$ cat config.mk
export PLATFORM = sky130hd
export DESIGN_NAME = enum_level_monitor
export DESIGN_NICKNAME = d
export VERILOG_FILES = /design/src/rtl/enum_mon_pkg.sv /design/src/rtl/enum_high_run_detector.sv /design/src/rtl/enum_level_monitor.sv
export SDC_FILE = /design/constraint.sdc
export NUM_CORES = 1
export LEC_CHECK = 0
export CAP_MARGIN = 20
export CORE_MARGIN = 10
export CORE_UTILIZATION = 45
export DETAILED_ROUTE_END_ITERATION = 16
export HOLD_SLACK_MARGIN = 0.02
export PLACE_DENSITY = 0.82
export SYNTH_ARGS = -nofsm -noshare
export SYNTH_HDL_FRONTEND = slang
export SYNTH_HIERARCHICAL = 1
export SYNTH_SLANG_ARGS = --single-unit
$ cat constraint.sdc
create_clock -name clk -period 2.7 [get_ports clk]
set_input_delay 0.405 -clock clk [delete_from_list [all_inputs] [get_ports clk]]
set_output_delay 0.405 -clock clk [all_outputs]
set_load 0.01 [all_outputs]
$ cat src/rtl/enum_mon_pkg.sv
// rtl/enum_mon_pkg.sv - shared enums and level ordering helper for the level monitor
package enum_mon_pkg;

  typedef enum logic [1:0] {IDLE, RUNNING, DONE} state_t;
  typedef enum logic [1:0] {OFF, LOW, MED, HIGH} level_t;
  typedef enum int {ERR = -1, OK = 0, WARN = 1} status_t;

  // Encoding order matches severity, so the numeric compare is the level order.
  function automatic level_t level_max(input level_t a, input level_t b);
    return (a > b) ? a : b;
  endfunction

endpackage

$ cat src/rtl/enum_high_run_detector.sv
// rtl/enum_high_run_detector.sv - saturating consecutive-HIGH run counter with sticky error
module enum_high_run_detector #(
  parameter int HIGH_LIMIT = 3
) (
  input  logic clk,
  input  logic rst_n,
  input  logic sample_i,
  input  logic is_high_i,
  input  logic clear_i,
  output logic hit_o,
  output logic err_sticky_o
);

  localparam int RUN_W = $clog2(HIGH_LIMIT + 1);
  localparam logic [RUN_W-1:0] LIMIT     = RUN_W'(HIGH_LIMIT);
  localparam logic [RUN_W-1:0] LIMIT_M1  = RUN_W'(HIGH_LIMIT - 1);

  logic [RUN_W-1:0] run_q, run_d;
  logic             err_q, err_d;

  // hit_o flags the sample that makes the run reach the limit, so callers can
  // fold it into a verdict on the same edge the sticky flag is set.
  assign hit_o        = sample_i && is_high_i && !clear_i && (run_q >= LIMIT_M1);
  assign err_sticky_o = err_q;

  always_comb begin
    run_d = run_q;
    err_d = err_q;
    if (clear_i) begin
      run_d = '0;
      err_d = 1'b0;
    end else if (sample_i) begin
      if (is_high_i) run_d = (run_q == LIMIT) ? LIMIT : run_q + RUN_W'(1);
      else           run_d = '0;
      err_d = err_q | hit_o;
    end
  end

  always_ff @(posedge clk or negedge rst_n) begin
    if (!rst_n) begin
      run_q <= '0;
      err_q <= 1'b0;
    end else begin
      run_q <= run_d;
      err_q <= err_d;
    end
  end

endmodule

$ cat src/rtl/enum_level_monitor.sv
// rtl/enum_level_monitor.sv - windowed level monitor emitting ERR/OK/WARN verdicts
// Optional early abort on HIGH-run error: ENUM_LEVEL_MONITOR_ABORT_EN.
module enum_level_monitor
  import enum_mon_pkg::*;
#(
  parameter  int WINDOW     = 8,
  parameter  int HIGH_LIMIT = 3,
  localparam int CNT_W      = $clog2(WINDOW + 1)
) (
  input  logic             clk,
  input  logic             rst_n,
  input  logic             in_valid,
  output logic             in_ready,
  input  logic [1:0]       in_level,
  output logic             out_valid,
  input  logic             out_ready,
  output logic [31:0]      out_status,
  output logic [1:0]       out_peak,
  output logic [CNT_W-1:0] out_samples,
  output logic [1:0]       state_o
);

  state_t           state_q, state_d;
  logic [CNT_W-1:0] count_q, count_d;
  level_t           peak_q, peak_d;
  logic             out_valid_q, out_valid_d;
  status_t          out_status_q, out_status_d;
  level_t           out_peak_q, out_peak_d;
  logic [CNT_W-1:0] out_samples_q, out_samples_d;

  logic             accept, det_sample, det_clear, det_hit, err_sticky;
  level_t           lvl, peak_upd;
  logic [CNT_W-1:0] count_inc;
  logic             finish;

  assign in_ready  = (state_q != DONE);
  assign accept    = in_valid && in_ready;
  assign lvl       = level_t'(in_level);
  assign count_inc = count_q + CNT_W'(1);
  assign peak_upd  = level_max(peak_q, lvl);

  enum_high_run_detector #(.HIGH_LIMIT(HIGH_LIMIT)) u_high_run (
    .clk          (clk),
    .rst_n        (rst_n),
    .sample_i     (det_sample),
    .is_high_i    (lvl == HIGH),
    .clear_i      (det_clear),
    .hit_o        (det_hit),
    .err_sticky_o (err_sticky)
  );

`ifdef ENUM_LEVEL_MONITOR_ABORT_EN
  assign finish = (count_inc == CNT_W'(WINDOW)) || det_hit;
`else
  assign finish = (count_inc == CNT_W'(WINDOW));
`endif

  always_comb begin
    state_d       = state_q;
    count_d       = count_q;
    peak_d        = peak_q;
    out_valid_d   = out_valid_q;
    out_status_d  = out_status_q;
    out_peak_d    = out_peak_q;
    out_samples_d = out_samples_q;
    det_sample    = 1'b0;
    det_clear     = 1'b0;
    case (state_q)
      IDLE: begin
        if (accept && lvl != OFF) begin
          state_d    = RUNNING;
          count_d    = CNT_W'(1);
          peak_d     = lvl;
          det_sample = 1'b1;
        end
      end
      RUNNING: begin
        if (accept) begin
          count_d    = count_inc;
          peak_d     = peak_upd;
          det_sample = 1'b1;
          // Verdict is latched on the accepting edge; the run detector's hit
          // covers the limit-reaching sample before err_sticky is visible.
          if (finish) begin
            state_d       = DONE;
            out_valid_d   = 1'b1;
            out_peak_d    = peak_upd;
            out_samples_d = count_inc;
            if (err_sticky || det_hit) out_status_d = ERR;
            else if (peak_upd >= MED)  out_status_d = WARN;
            else                       out_status_d = OK;
          end
        end
      end
      DONE: begin
        if (out_ready) begin
          state_d     = IDLE;
          out_valid_d = 1'b0;
          count_d     = '0;
          peak_d      = OFF;
          det_clear   = 1'b1;
        end
      end
      default: state_d = IDLE;
    endcase
  end

  always_ff @(posedge clk or negedge rst_n) begin
    if (!rst_n) begin
      state_q       <= IDLE;
      count_q       <= '0;
      peak_q        <= OFF;
      out_valid_q   <= 1'b0;
      out_status_q  <= OK;
      out_peak_q    <= OFF;
      out_samples_q <= '0;
    end else begin
      state_q       <= state_d;
      count_q       <= count_d;
      peak_q        <= peak_d;
      out_valid_q   <= out_valid_d;
      out_status_q  <= out_status_d;
      out_peak_q    <= out_peak_d;
      out_samples_q <= out_samples_d;
    end
  end

  assign out_valid   = out_valid_q;
  assign out_status  = out_status_q;
  assign out_peak    = out_peak_q;
  assign out_samples = out_samples_q;
  assign state_o     = state_q;

endmodule

# --- Word level (Yosys, flattened, before mapping) ---
# Cells that the tools add are included.
word_totals:
  mem_bits_rw: 0
  out_inout_bits: 42
  reg_bits: 50
  latchBits: 0
  memories: 0
  rom_bits: 0
  inputBits: 6
classes:
  n_addsub: 2
  magnitude_cmp: 3
  n_reduce_logical: 16
  div: 0
  bitwise: 1
  mul: 0
  shifts: 0
  muxes: 30
  eq_ne: 10
ops:
  columns: ["op", "count"]
  rows:
  - ["$mux 32", 1]
  - ["$mux 2", 11]
  - ["$mux 4", 3]
  - ["$pmux 2 s3", 2]
  - ["$pmux 4 s3", 1]
  - ["$reduce_and 4->1", 3]
  - ["$mux 1", 10]
  - ["$ne 2x2->1 const B", 5]
  - ["$eq 2x2->1 const B", 3]
  - ["$reduce_bool 2->1", 3]
  - ["$logic_and 1x1->1", 5]
  - ["$add 4x1->4 const B", 1]
  - ["$eq 4x4->1 const B", 1]
  - ["$ge 2x2->1 const B", 2]
  - ["$pmux 1 s2", 2]
  - ["$reduce_and 3->1", 1]
  - ["$reduce_bool 3->1", 1]
  - ["$add 2x1->2 const B", 1]
  - ["$eq 2x1->1 const B", 1]
  - ["$gt 2x2->1", 1]
  - ["$logic_not 2->1", 1]
  - ["$logic_not 1->1", 1]
  - ["$logic_or 1x1->1", 1]
  - ["$or 1x1->1", 1]

# --- Longest topological paths before layout ---
logic_depth:
  word_depth: 11
  ltp_mapped: 10
  depth_no_buf: 9

# --- Cells and area by module ---
# The synthesis kept the hierarchy.
modules_own_cells:
  columns: ["module", "cells_each", "instances", "area_each_um2"]
  rows:
  - ["enum_level_monitor", 131, 1, 1307.5]
  - ["enum_high_run_detector", 14, 1, 131.4]

# --- Worst setup path after synthesis ---
# No wires, ideal clock.
synth_timing:
  path_type: "register -> register"
  from: "register state_q[0] (netlist: state_o[0])"
  to: "register count_q[0]"
  setup_time_ps: 125
  required_ps: 2575
  period_less_slack_ps: 1995
  slack_ps: 705
  arrival_ps: 1870
  stages_incl_launch_ff: 7
  cell_sequence: "dfrtp_1 -> inv_1 -> ha_1 -> nand2b_1 -> o21a_1 -> nor3_1 -> mux2_2"
synth_via:
  elab_chain_cells: 5
  word_cells_on_any_way: 12
synth_rtl:
  columns: ["element", "line", "text"]
  rows:
  - ["from (decl)", "enum_level_monitor.sv:23", "state_t state_q, state_d;"]
  - ["from (signal assigned)", "enum_level_monitor.sv:118", "state_q <= state_d;"]
  - ["$ne 2x2->1", "enum_level_monitor.sv:36", "assign in_ready = (state_q != DONE);"]
  - ["$logic_and 1x1->1", "enum_level_monitor.sv:37", "assign accept = in_valid && in_ready;"]
  - ["$logic_and 1x1->1", "enum_level_monitor.sv:70", "if (accept && lvl != OFF) begin"]
  - ["$ne 2x2->1 (no source line)", null, null]
  - ["$reduce_and 4->1 (no source line)", null, null]
  - ["to (signal assigned)", "enum_level_monitor.sv:119", "count_q <= count_d;"]
  - ["to (decl)", "enum_level_monitor.sv:24", "logic [CNT_W-1:0] count_q, count_d;"]
# Several ways; a longest one is shown, not always the timed one.
# A chain may end at the register's enable or synchronous reset.

# --- Worst setup path in the final report ---
layout_timing:
  from: "register state_q[0] (netlist: state_o[0])"
  to: "register peak_q[1]"
layout_via:
  elab_chain_cells: 5
  word_cells_on_any_way: 12
layout_rtl:
  columns: ["element", "line", "text"]
  rows:
  - ["$ne 2x2->1", "enum_level_monitor.sv:36", null]
  - ["$logic_and 1x1->1", "enum_level_monitor.sv:37", null]
  - ["$logic_and 1x1->1", "enum_level_monitor.sv:70", null]
  - ["$ne 2x2->1 (no source line)", null, null]
  - ["$reduce_and 4->1 (no source line)", null, null]
  - ["to (signal assigned)", "enum_level_monitor.sv:120", "peak_q <= peak_d;"]
  - ["to (decl)", "enum_level_monitor.sv:25", "level_t peak_q, peak_d;"]
# Several ways; a longest one is shown, not always the timed one.

==> impl_metrics.env <==
export IMPL_status="finished clean"
export IMPL_worstMarginPinSlew_ps=928
export IMPL_die_x_um=76.5
export IMPL_cp_slowest_stage_delay_ps=470
export IMPL_hpwl_um=2490
export IMPL_startpoint_type="register"
export IMPL_synth_compound_area_share_pct=13.0
export IMPL_clock_latency_ps=300
export IMPL_synth_adder_area_share_pct=9.57
export IMPL_hold_violations=0
export IMPL_slew_limit_headroom_pct=37.9
export IMPL_synthSimpleGateAreaFrac_pct=13.3
export IMPL_yosys_area_top_type_share_pct=34.8
export IMPL_pin_count=48
export IMPL_htreeDepth=1
export IMPL_routed_wl_um=3070
export IMPL_rsz0062_at_grt="false"
export IMPL_peakVddDrop_uv=496
export IMPL_slew_violations=0
export IMPL_max_cap_violations=0
export IMPL_antennaDiodeCount=0
export IMPL_power_density_mw_per_mm2=702
export IMPL_grt_max_degree=33
export IMPL_grt_pass1_wl_um=5150
export IMPL_critPathMaxFanout=6
export IMPL_placedInstanceArea_mm2=0.00173
export IMPL_drive_gt1_share_pct=11.5
export IMPL_crit_arrival_ps=2480
export IMPL_cts_buffers=3
export IMPL_gp_congestion=0.848
export IMPL_yosysWarnings=6
export IMPL_cts_tree="yes"
export IMPL_drtPass1Iterations=4
export IMPL_critPathBufInv=1
export IMPL_initial_utilization_pct=47.1
export IMPL_postCtsSetupBuffers=0
export IMPL_synth_area_mm2=0.00144
export IMPL_synth_xor_area_share_pct=0
export IMPL_fp_dieH_um=76.5
export IMPL_coreArea_mm2=0.00305
export IMPL_grt_usage_pct=10.4
export IMPL_drtAntennaViolNets=0
export IMPL_finalCriticalPeriod_ps=2280
export IMPL_vias=1046
export IMPL_synth_seq_cells=20
export IMPL_worst_ep_required_time_ps=2900
export IMPL_first_iter_violations=40
export IMPL_ys_types=38
export IMPL_final_period_utilization_pct=84.4
export IMPL_overflow=0
export IMPL_worst_setup_path_end_kind="register"
export IMPL_finalSetupViolations=0
export IMPL_yosys_area_top_type="dfrtp_1"
export IMPL_vias_per_cell=5.00
export IMPL_grt_pass1_vias=1052
export IMPL_clock_skew_ps=2.36
export IMPL_fin_setup_tns_ps=0
export IMPL_fin_nets=183
export IMPL_hold_buffers=0
export IMPL_antenna_found_initial=0
export IMPL_rows=20
export IMPL_avgRoutedWirePerCell_um=14.7
export IMPL_fin_area_mm2=0.00176
export IMPL_synthMuxAreaShare_pct=9.48
export IMPL_synth_top_family_by_area="buffers and inverters"
export IMPL_yosys_top_cells_area="dfrtp_1 35%, buf_4 16%, ha_1 9.6%, mux2_2 3.9%, mux2i_1 3.5%"
export IMPL_cp_cell_sequence="inv_1 -> ha_1 -> nand2b_1 -> o21a_1 -> nor3_1 -> mux2_2"
export IMPL_cts_root_buf="clkbuf_4"
export IMPL_crit_type="register to register"
export IMPL_cp_top_family="simple AND/OR/NAND/NOR gates"
export IMPL_cts_resized=0
export IMPL_cp_slowest_cell="nor3_1"
export IMPL_dieArea_mm2=0.00586
export IMPL_total_power_mw=1.24
export IMPL_cts_sinks=20
export IMPL_syn_to_final_growth_pct=22.6
export IMPL_leakage_nw=0.789
export IMPL_syn_nets=162
export IMPL_clk_pin_slew_worst_paths_ps=120
export IMPL_whs_ps=497
export IMPL_final_cells=209
export IMPL_min_path_type="register to register"
export IMPL_netlist_instances=145
export IMPL_portBuffers=47
export IMPL_synth_seq_area_share_pct=34.8
export IMPL_fmax_mhz=439
export IMPL_route_detailed_drc=0
export IMPL_dp_cells=205
export IMPL_clock_path_buffers=2
export IMPL_syn_avg_cell_area_um2=9.92
## power breakdown
| group | leakage, nW | internal, mW | switching, mW |
|---|---|---|---|
| logic | 0.521 | 0.297 | 0.324 |
| registers | 0.247 | 0.367 | 0.0723 |
| clock network | 0.0210 | 0.0822 | 0.0966 |
| total | 0.789 | 0.746 | 0.493 |
## flip-flops by register name, summed over array words and instances, names as in the netlist
name,cells
out_peak,2
u_high_run/err_sticky_o,1
count_q,4
peak_q,2
out_samples,4
out_status,2
u_high_run/run_q,2
out_valid,1
state_o,2
## path summary, 6_finish.rpt
| path | startpoint | end | slack [ps] | depth (start not counted) |
|---|---|---|---|---|
| hold reg to reg | out_samples[3] | out_samples[3] | 500 | 1 |
| hold / removal | out_samples[3] | out_samples[3] | 500 | 1 |
| max in group asynchronous | rst_n | out_valid | 1530 | 1 |
| setup / recovery | state_o[0] | peak_q[1] | 420 | 6 |
| setup reg to reg | state_o[0] | peak_q[1] | 420 | 6 |
| min in group asynchronous | rst_n | count_q[2] | 610 | 1 |
## per-layer routing
metal / part of all wire [%] / global-route usage, % / vias up
met2: 42 / 15.4 / 57
li1: - / - / 508
met5: 0 / 0 / -
met1: 46 / 13.0 / 479
met4: 0.26 / 3.16 / 0
met3: 11 / 4.83 / 2
## cell usage in the layout, fill, tap and decap left out, types with 2 or more instances in the layout
master	count
nand2b_1	3
inv_1	13
o31ai_1	2
nand2_1	3
ha_1	11
o22ai_1	2
nand3b_1	2
mux2_4	2
o21a_1	3
a21oi_1	5
o21ai_0	3
dfrtp_1	20
clkbuf_4	3
nor2_1	5
clkdlybuf4s50_1	47
or2_2	2
mux2i_1	5
nand3_1	4
nor3_1	3
mux2_2	5
nor2b_1	4
## cell type report
type	instances	area [um^2]
Inverter	13	48.8
Multi-Input combinational cell	81	653
Sequential cell	20	500
Tap cell	44	55.1
Fill cell	281	1290
Timing Repair Buffer	47	470
Clock buffer	4	36.3
## through the flow
stage	util (%)	setup slack (ps)
after floorplan	-	705
after detailed placement	56.6	410
after global routing	57.8	243
after global placement	56.6	515
final	57.8	421
after CTS	57.8	400
## synthesized netlist by cell type, drive strengths merged
master  count
or2         2
nand2b      3
a211oi      2
nor3        3
o22a        1
and2        1
nand3       4
nor2b       4
o41ai       1
o22ai       2
ha         11
nand2       3
buf        31
mux2        7
o32ai       1
or3         2
nor2        5
o21a        3
o21ba       1
nand4       1
a21o        1
or3b        1
o21ai       3
nand4b      1
o31ai       2
nand3b      2
and2b       1
o211ai      1
inv        13
a21oi       5
dfrtp      20
o21bai      1
a21bo       1
mux2i       5
## logic make-up after synthesis
family,Yosys count
muxes,12
buffers and inverters,44
DFF,20
and+or+nand+nor,33
adders and majority gates,11
AOI/OAI and AO/OA,25
Power figures use the tool's default switching activity.
